--- config.mk ---
export PLATFORM = sky130hd
export DESIGN_NAME = oam_dma_flat
export DESIGN_NICKNAME = d
export VERILOG_FILES = /design/src/rtl/oam_dma_if.sv /design/src/rtl/oam_dma.sv /design/src/flat_wrapper.sv
export SDC_FILE = /design/constraint.sdc
export NUM_CORES = 1
export LEC_CHECK = 0
export ABC_AREA = 1
export CAP_MARGIN = 20
export CORE_UTILIZATION = 38
export DETAILED_ROUTE_END_ITERATION = 10
export PLACE_DENSITY = 0.82
export SKIP_LAST_GASP = 1
export SLEW_MARGIN = 20
export SYNTH_ARGS = -nofsm -noshare
export SYNTH_HDL_FRONTEND = slang
export SYNTH_SLANG_ARGS = --single-unit
--- constraint.sdc ---
create_clock -name clk -period 1.8 [get_ports clk]
set_input_delay 0.27 -clock clk [delete_from_list [all_inputs] [get_ports clk]]
set_output_delay 0.27 -clock clk [all_outputs]
set_load 0.02 [all_outputs]
--- src/rtl/oam_dma_if.sv ---
// Signal bundle between the CPU core, the oam_dma bus stage, the system bus and OAM.
// The slave modport is the oam_dma view; master is the surrounding system's view.
interface oam_dma_if;
    logic        cpu_rd_en;
    logic        cpu_wr_en;
    logic [15:0] cpu_addr;
    logic [7:0]  cpu_wdata;
    logic [7:0]  cpu_rdata;
    logic        bus_rd_en;
    logic        bus_wr_en;
    logic [15:0] bus_addr;
    logic [7:0]  bus_wdata;
    logic [7:0]  bus_rdata;
    logic        oam_we;
    logic [7:0]  oam_addr;
    logic [7:0]  oam_wdata;
    logic        dma_active;

    modport slave (
        input  cpu_rd_en, cpu_wr_en, cpu_addr, cpu_wdata, bus_rdata,
        output cpu_rdata, bus_rd_en, bus_wr_en, bus_addr, bus_wdata,
        output oam_we, oam_addr, oam_wdata, dma_active
    );

    modport master (
        output cpu_rd_en, cpu_wr_en, cpu_addr, cpu_wdata, bus_rdata,
        input  cpu_rdata, bus_rd_en, bus_wr_en, bus_addr, bus_wdata,
        input  oam_we, oam_addr, oam_wdata, dma_active
    );
endinterface

--- src/rtl/oam_dma.sv ---
// CPU-to-system-bus stage owning the 0xFF46 OAM DMA source register and the copy engine.
// Optional OAM_DMA_BUS_CONFLICT_EN: locked-out CPU reads during a copy see the DMA's bus data.
//
// state  | meaning
// IDLE   | no copy running, CPU accesses pass straight through
// DELAY  | source written, waiting START_DELAY cycles, CPU already locked out
// ACTIVE | copying one byte per cycle unless the CPU touches HRAM
module oam_dma #(
    parameter int OAM_LEN     = 160,
    parameter int START_DELAY = 1
) (
    input logic      clk,
    input logic      rst,
    oam_dma_if.slave dif
);
    localparam int DLY_W = (START_DELAY > 1) ? $clog2(START_DELAY) : 1;
    localparam logic [7:0]       LAST_IDX = 8'(OAM_LEN - 1);
    localparam logic [DLY_W-1:0] DLY_INIT = DLY_W'(START_DELAY - 1);
    localparam logic [15:0]      REG_ADDR = 16'hFF46;

    typedef enum logic [1:0] {
        S_IDLE   = 2'd0,
        S_DELAY  = 2'd1,
        S_ACTIVE = 2'd2
    } state_t;

    state_t           state_q, state_d;
    logic [7:0]       src_q, src_d;
    logic [7:0]       idx_q, idx_d;
    logic [DLY_W-1:0] dly_q, dly_d;

    logic       cpu_wr;
    logic       cpu_rd;
    logic       cpu_acc;
    logic       hit_reg;
    logic       hit_hram;
    logic       reg_wr;
    logic       fwd;
    logic       dma_go;
    logic [7:0] eff_src;

    // A simultaneous read and write is treated as a write only.
    assign cpu_wr   = dif.cpu_wr_en;
    assign cpu_rd   = dif.cpu_rd_en & ~dif.cpu_wr_en;
    assign cpu_acc  = cpu_wr | cpu_rd;
    assign hit_reg  = (dif.cpu_addr == REG_ADDR);
    assign hit_hram = (dif.cpu_addr >= 16'hFF80) && (dif.cpu_addr != 16'hFFFF);
    assign reg_wr   = cpu_wr & hit_reg;
    assign fwd      = cpu_acc & ~hit_reg & ((state_q == S_IDLE) | hit_hram);
    assign dma_go   = (state_q == S_ACTIVE) & ~(cpu_acc & hit_hram);
    // Sources at 0xE0 and above fold onto work RAM, as echo RAM does.
    assign eff_src  = (src_q < 8'hE0) ? src_q : (src_q & 8'hDF);

    always_ff @(posedge clk) begin
        if (rst) begin
            state_q <= S_IDLE;
            src_q   <= 8'hFF;
            idx_q   <= 8'h00;
            dly_q   <= '0;
        end else begin
            state_q <= state_d;
            src_q   <= src_d;
            idx_q   <= idx_d;
            dly_q   <= dly_d;
        end
    end

    always_comb begin
        state_d = state_q;
        src_d   = src_q;
        idx_d   = idx_q;
        dly_d   = dly_q;
        if (reg_wr) begin
            // A new source always restarts from index 0, even mid-copy.
            src_d   = dif.cpu_wdata;
            state_d = S_DELAY;
            dly_d   = DLY_INIT;
            idx_d   = 8'h00;
        end else begin
            unique case (state_q)
                S_DELAY: begin
                    if (dly_q == '0) begin
                        state_d = S_ACTIVE;
                    end else begin
                        dly_d = dly_q - 1'b1;
                    end
                end
                S_ACTIVE: begin
                    if (dma_go) begin
                        if (idx_q == LAST_IDX) begin
                            state_d = S_IDLE;
                            idx_d   = 8'h00;
                        end else begin
                            idx_d = idx_q + 8'h01;
                        end
                    end
                end
                default: begin
                    state_d = state_q;
                end
            endcase
        end
    end

    always_comb begin
        dif.bus_rd_en  = 1'b0;
        dif.bus_wr_en  = 1'b0;
        dif.bus_addr   = 16'h0000;
        dif.bus_wdata  = 8'h00;
        dif.oam_we     = 1'b0;
        dif.oam_wdata  = 8'h00;
        dif.oam_addr   = idx_q;
        dif.dma_active = (state_q != S_IDLE);
        dif.cpu_rdata  = 8'hFF;

        if (fwd) begin
            dif.bus_rd_en = cpu_rd;
            dif.bus_wr_en = cpu_wr;
            dif.bus_addr  = dif.cpu_addr;
            dif.bus_wdata = cpu_wr ? dif.cpu_wdata : 8'h00;
        end else if (dma_go) begin
            dif.bus_rd_en = 1'b1;
            dif.bus_addr  = {eff_src, idx_q};
            dif.oam_we    = 1'b1;
            dif.oam_wdata = dif.bus_rdata;
        end

        if (hit_reg) begin
            dif.cpu_rdata = src_q;
        end else if ((state_q == S_IDLE) || hit_hram) begin
            dif.cpu_rdata = dif.bus_rdata;
        end else begin
`ifdef OAM_DMA_BUS_CONFLICT_EN
            dif.cpu_rdata = (state_q == S_ACTIVE) ? dif.bus_rdata : 8'hFF;
`else
            dif.cpu_rdata = 8'hFF;
`endif
        end
    end
endmodule

--- src/flat_wrapper.sv ---
// flat-port wrapper written by rule: the top's interface ports become plain ports
module oam_dma_flat 
#(
    parameter int OAM_LEN     = 160,
    parameter int START_DELAY = 1
)
  (clk, rst, dif_cpu_rd_en, dif_cpu_wr_en, dif_cpu_addr, dif_cpu_wdata, dif_bus_rdata, dif_cpu_rdata, dif_bus_rd_en, dif_bus_wr_en, dif_bus_addr, dif_bus_wdata, dif_oam_we, dif_oam_addr, dif_oam_wdata, dif_dma_active);
  oam_dma_if dif_i ();
  input logic clk;
  input logic rst;
  input wire logic [$bits(dif_i.cpu_rd_en)-1:0] dif_cpu_rd_en;
  input wire logic [$bits(dif_i.cpu_wr_en)-1:0] dif_cpu_wr_en;
  input wire logic [$bits(dif_i.cpu_addr)-1:0] dif_cpu_addr;
  input wire logic [$bits(dif_i.cpu_wdata)-1:0] dif_cpu_wdata;
  input wire logic [$bits(dif_i.bus_rdata)-1:0] dif_bus_rdata;
  output wire logic [$bits(dif_i.cpu_rdata)-1:0] dif_cpu_rdata;
  output wire logic [$bits(dif_i.bus_rd_en)-1:0] dif_bus_rd_en;
  output wire logic [$bits(dif_i.bus_wr_en)-1:0] dif_bus_wr_en;
  output wire logic [$bits(dif_i.bus_addr)-1:0] dif_bus_addr;
  output wire logic [$bits(dif_i.bus_wdata)-1:0] dif_bus_wdata;
  output wire logic [$bits(dif_i.oam_we)-1:0] dif_oam_we;
  output wire logic [$bits(dif_i.oam_addr)-1:0] dif_oam_addr;
  output wire logic [$bits(dif_i.oam_wdata)-1:0] dif_oam_wdata;
  output wire logic [$bits(dif_i.dma_active)-1:0] dif_dma_active;
  assign dif_i.cpu_rd_en = dif_cpu_rd_en;
  assign dif_i.cpu_wr_en = dif_cpu_wr_en;
  assign dif_i.cpu_addr = dif_cpu_addr;
  assign dif_i.cpu_wdata = dif_cpu_wdata;
  assign dif_i.bus_rdata = dif_bus_rdata;
  assign dif_cpu_rdata = dif_i.cpu_rdata;
  assign dif_bus_rd_en = dif_i.bus_rd_en;
  assign dif_bus_wr_en = dif_i.bus_wr_en;
  assign dif_bus_addr = dif_i.bus_addr;
  assign dif_bus_wdata = dif_i.bus_wdata;
  assign dif_oam_we = dif_i.oam_we;
  assign dif_oam_addr = dif_i.oam_addr;
  assign dif_oam_wdata = dif_i.oam_wdata;
  assign dif_dma_active = dif_i.dma_active;
  oam_dma #(.OAM_LEN(OAM_LEN), .START_DELAY(START_DELAY)) u_core (.clk(clk), .rst(rst), .dif(dif_i));
endmodule
==> impl_metrics.csv <==
group,metric,value,unit
layout,drive_gt1_frac,0.475,
yosys,ys_seq_area_frac,0.241,
global_route,grt_pass1_vias,2179,
floorplan,core_area,3720,um^2
critical_path,start_kind,"input pin",
global_route,gr-total-overflow,0,
sta,hold_viol_final,0,
drt,wl_per_cell,18.5,um
critical_path,end_kind,"output pin",
pwr,switching_share,0.319,
yosys,synth_flop_cell,"dfxtp_1",
pwr,power_frac_clock,0.248,
yosys,synth_warnings,0,
critical_path,cp.arrival,1680,ps
clock_tree,clk_pin_slew,70,ps
floorplan,num_io_pins,88,
global_route,grt_util_all_layers,0.323,
layout,fin_cells,442,
clock_tree,htree_levels,1,
critical_path,crit_buf_inv,4,
sta,relSlewSlack,0.795,
sta,worstMarginPinSlew,306,ps
placement,dp_hpwl,4100,um
pwr,combinationalPowerShare,0.389,
sta,rsz0062_at_grt,"yes",
critical_path,crit_required,1530,ps
drt,drtPass1Iterations,8,
drt,avgViaCountPerCell,5.79,
sta,slew_violations,0,
yosys,netlist.area_leader.share,0.241,
pwr,internal_power,0.747,mW
layout,nets,436,
drt,drt_wl_total,8170,um
layout,areaGrowthSynthToFinish,110,%
floorplan,num_rows,22,
floorplan,initial_core_util,0.402,
pwr,seqPwrFrac,0.363,
outcome,status,"finished, violations left",
critical_path,cp_max_fo,8,
pwr,irDropWorstVdd,367,uV
clock_tree,clock_latency,250,ps
placement,place_ws,-857,ps
yosys,syn_nets,297,
yosys,syn_area_per_cell,5.81,um^2
sta,finalSetupViolCount,40,
floorplan,dieHeight,64.7,um
yosys,synthTopCellsByArea,"dfxtp_1 24%, nand2_1 23%, nand3_1 10%",
floorplan,fp.dieW,64.7,um
clock_tree,ctsRootBufferMaster,"clkbuf_8",
placement,portBuffers,87,
drt,drt_iter0_markers,263,
yosys,synth_edf_count,0,
layout,fillers,192,
pwr,power_density,350,nW/um^2
sta,skew,4.75,ps
layout,seqCellArea,363,um^2
yosys,syn_inst,257,
critical_path,cpPeakStageDelay,180,ps
global_route,antenna_found_initial,0,
yosys,async_reset_ff_frac,0,
yosys,syn_area,1490,um^2
hold_path,min_path_type,"reg2reg",
clock_tree,clock_path_buffers,2,
pwr,power,1.10,mW
yosys,synth-seq-cells,18,
sta,fin_ws,-152,ps
job,maxCapViolCount,0,
clock_tree,cts.sinks,18,
yosys,synth.distinct_cells,29,
clock_tree,cts_tree,"yes",
clock_tree,cts_made_buffers,3,
layout,multi_input_area,1270,um^2
drt,drcViolationCount,0,
placement,dp_cells,417,
critical_path,crit_slowest_cell,"buf_6",
global_route,grt_max_degree,17,
drt,vias,2560,
sta,period_needed,1950,ps
critical_path,critPathKind,"in2out",
sta,fin_crit_sh,1.08,
yosys,synth.top_cells.by_count,"90 x nand2_1, 36 x nor2_1, 30 x nand3_1",
outcome,violations,"setup timing",
layout,num_antenna_cells,0,
yosys,yosys.area.top_type,"dfxtp_1",
critical_path,cp_cell_sequence,"buf_8 -> nand2_4 -> nor2_4 -> nand2_2 -> nor2_4 -> nand2_2 -> nand2_4 -> nand3_4 -> buf_6 -> inv_6 -> nand2_1 -> nand2_1 -> buf_6",
yosys,yosysMostFrequentCell,"nand2_1",
global_route,grt_pass1_wl,10400,um
floorplan,die_area,4190,um^2
placement,gp_congestion,0.898,
drt,ant_nets,0,
critical_path,path_delay_family,"simple AND/OR/NAND/NOR gates",
sta,max_freq,0.512,GHz
pwr,switchingPower,0.350,mW
pwr,leakagePower,1.49,nW
## state kept, by name (all words and copies together), names as in the netlist
register             count
u_core.dif.oam_addr      8
u_core.src_q             8
u_core.state_q           2
## worst min-delay path, stage by stage (launching register included)
cell and delay (ps):
dfxtp_1 360, nand2_1 80, a21oi_1 50
## cells by family (layout without fill, tap and decap cells)
family	count (synthesis)	after routing	share of synthesized area
and+or+nand+nor	174	175	0.523
buffers and inverters	36	172	0.107
AOI/OAI and AO/OA	23	23	0.0829
DFF	18	18	0.241
adders and majority gates	4	4	0.0335
xor gates and xnor gates	2	2	0.0117
## timing repair
action / in CTS / in global routing
cloned: 2 / 1
endpoints found under the setup margin: 44 / 44
pin swaps: 37 / 14
hold buffers: 0 / 0
resized for setup: 331 / 68
setup buffers: 15 / 6
## power by group through the flow
stage | clock network, mW | registers, mW | logic (mW)
2_1_floorplan | 0 | 0.407 | 0.139
3_3_place_gp | 0 | 0.407 | 0.340
3_5_place_dp | 0 | 0.407 | 0.343
4_1_cts | 0.277 | 0.398 | 0.365
5_1_grt | 0.299 | 0.398 | 0.443
6_report | 0.273 | 0.398 | 0.426
## worst paths after layout
kind | end | slack (ps) | startpoint | cells past startpoint
min reg2reg | u_core.dif.oam_addr[5]$_SDFFE_PP0P_ | 540 | u_core.dif.oam_addr[5]$_SDFFE_PP0P_ | 2
min | u_core.dif.oam_addr[5]$_SDFFE_PP0P_ | 540 | u_core.dif.oam_addr[5]$_SDFFE_PP0P_ | 2
max reg2reg | u_core.dif.oam_addr[7]$_SDFFE_PP0P_ | 110 | u_core.dif.oam_addr[0]$_SDFFE_PP0P_ | 9
max | dif_bus_addr[0] | -150 | dif_cpu_addr[11] | 13
## placed cells by master (no fill, tap or decap), types with 3 or more instances in the layout
master           netlist  final
nand2_1               90     69
buf_2                  0     16
dlygate4sd2_1          0      3
nand4_1                3      3
buf_12                 0      3
clkdlybuf4s50_1        0     25
clkbuf_8               0      3
inv_2                  2      5
a21oi_1               18     18
nand3_1               30     16
nand2_2                3     18
nand3_2                0     14
nor2_2                 2      3
nor2_1                36     25
buf_8                  0      3
inv_1                 25     20
buf_6                  2     36
nand2_4                1      7
buf_4                  2     49
nor2_4                 1     11
dfxtp_1               18     16
## layer usage
layer	GRT usage	share of wire
met4	0.175	0.078
met5	0	0
met3	0.0634	0.096
met2	0.557	0.48
met1	0.371	0.34
## per-stage QoR
step | hold slack, ps | setup TNS, ps | util | area, um^2
floorplan | 339 | 0 | - | 1490
global placement | 499 | -36750 | 0.706 | 2630
detailed placement | 509 | -38040 | 0.706 | 2630
CTS | 530 | -132 | 0.798 | 2970
global route | 569 | -4700 | 0.843 | 3130
finish | 539 | -2470 | 0.843 | 3130
## layout make-up
| type | instances | area share |
|---|---|---|
| clock buffer | 3 | 0.0132 |
| inverter | 30 | 0.0431 |
| timing repair buffer | 138 | 0.401 |
| multi-input combinational | 204 | 0.405 |
| sequential | 18 | 0.116 |
| timing repair inverter | 1 | 0.00279 |
| tap | 48 | 0.0192 |
(Power assumes the default switching activity.)
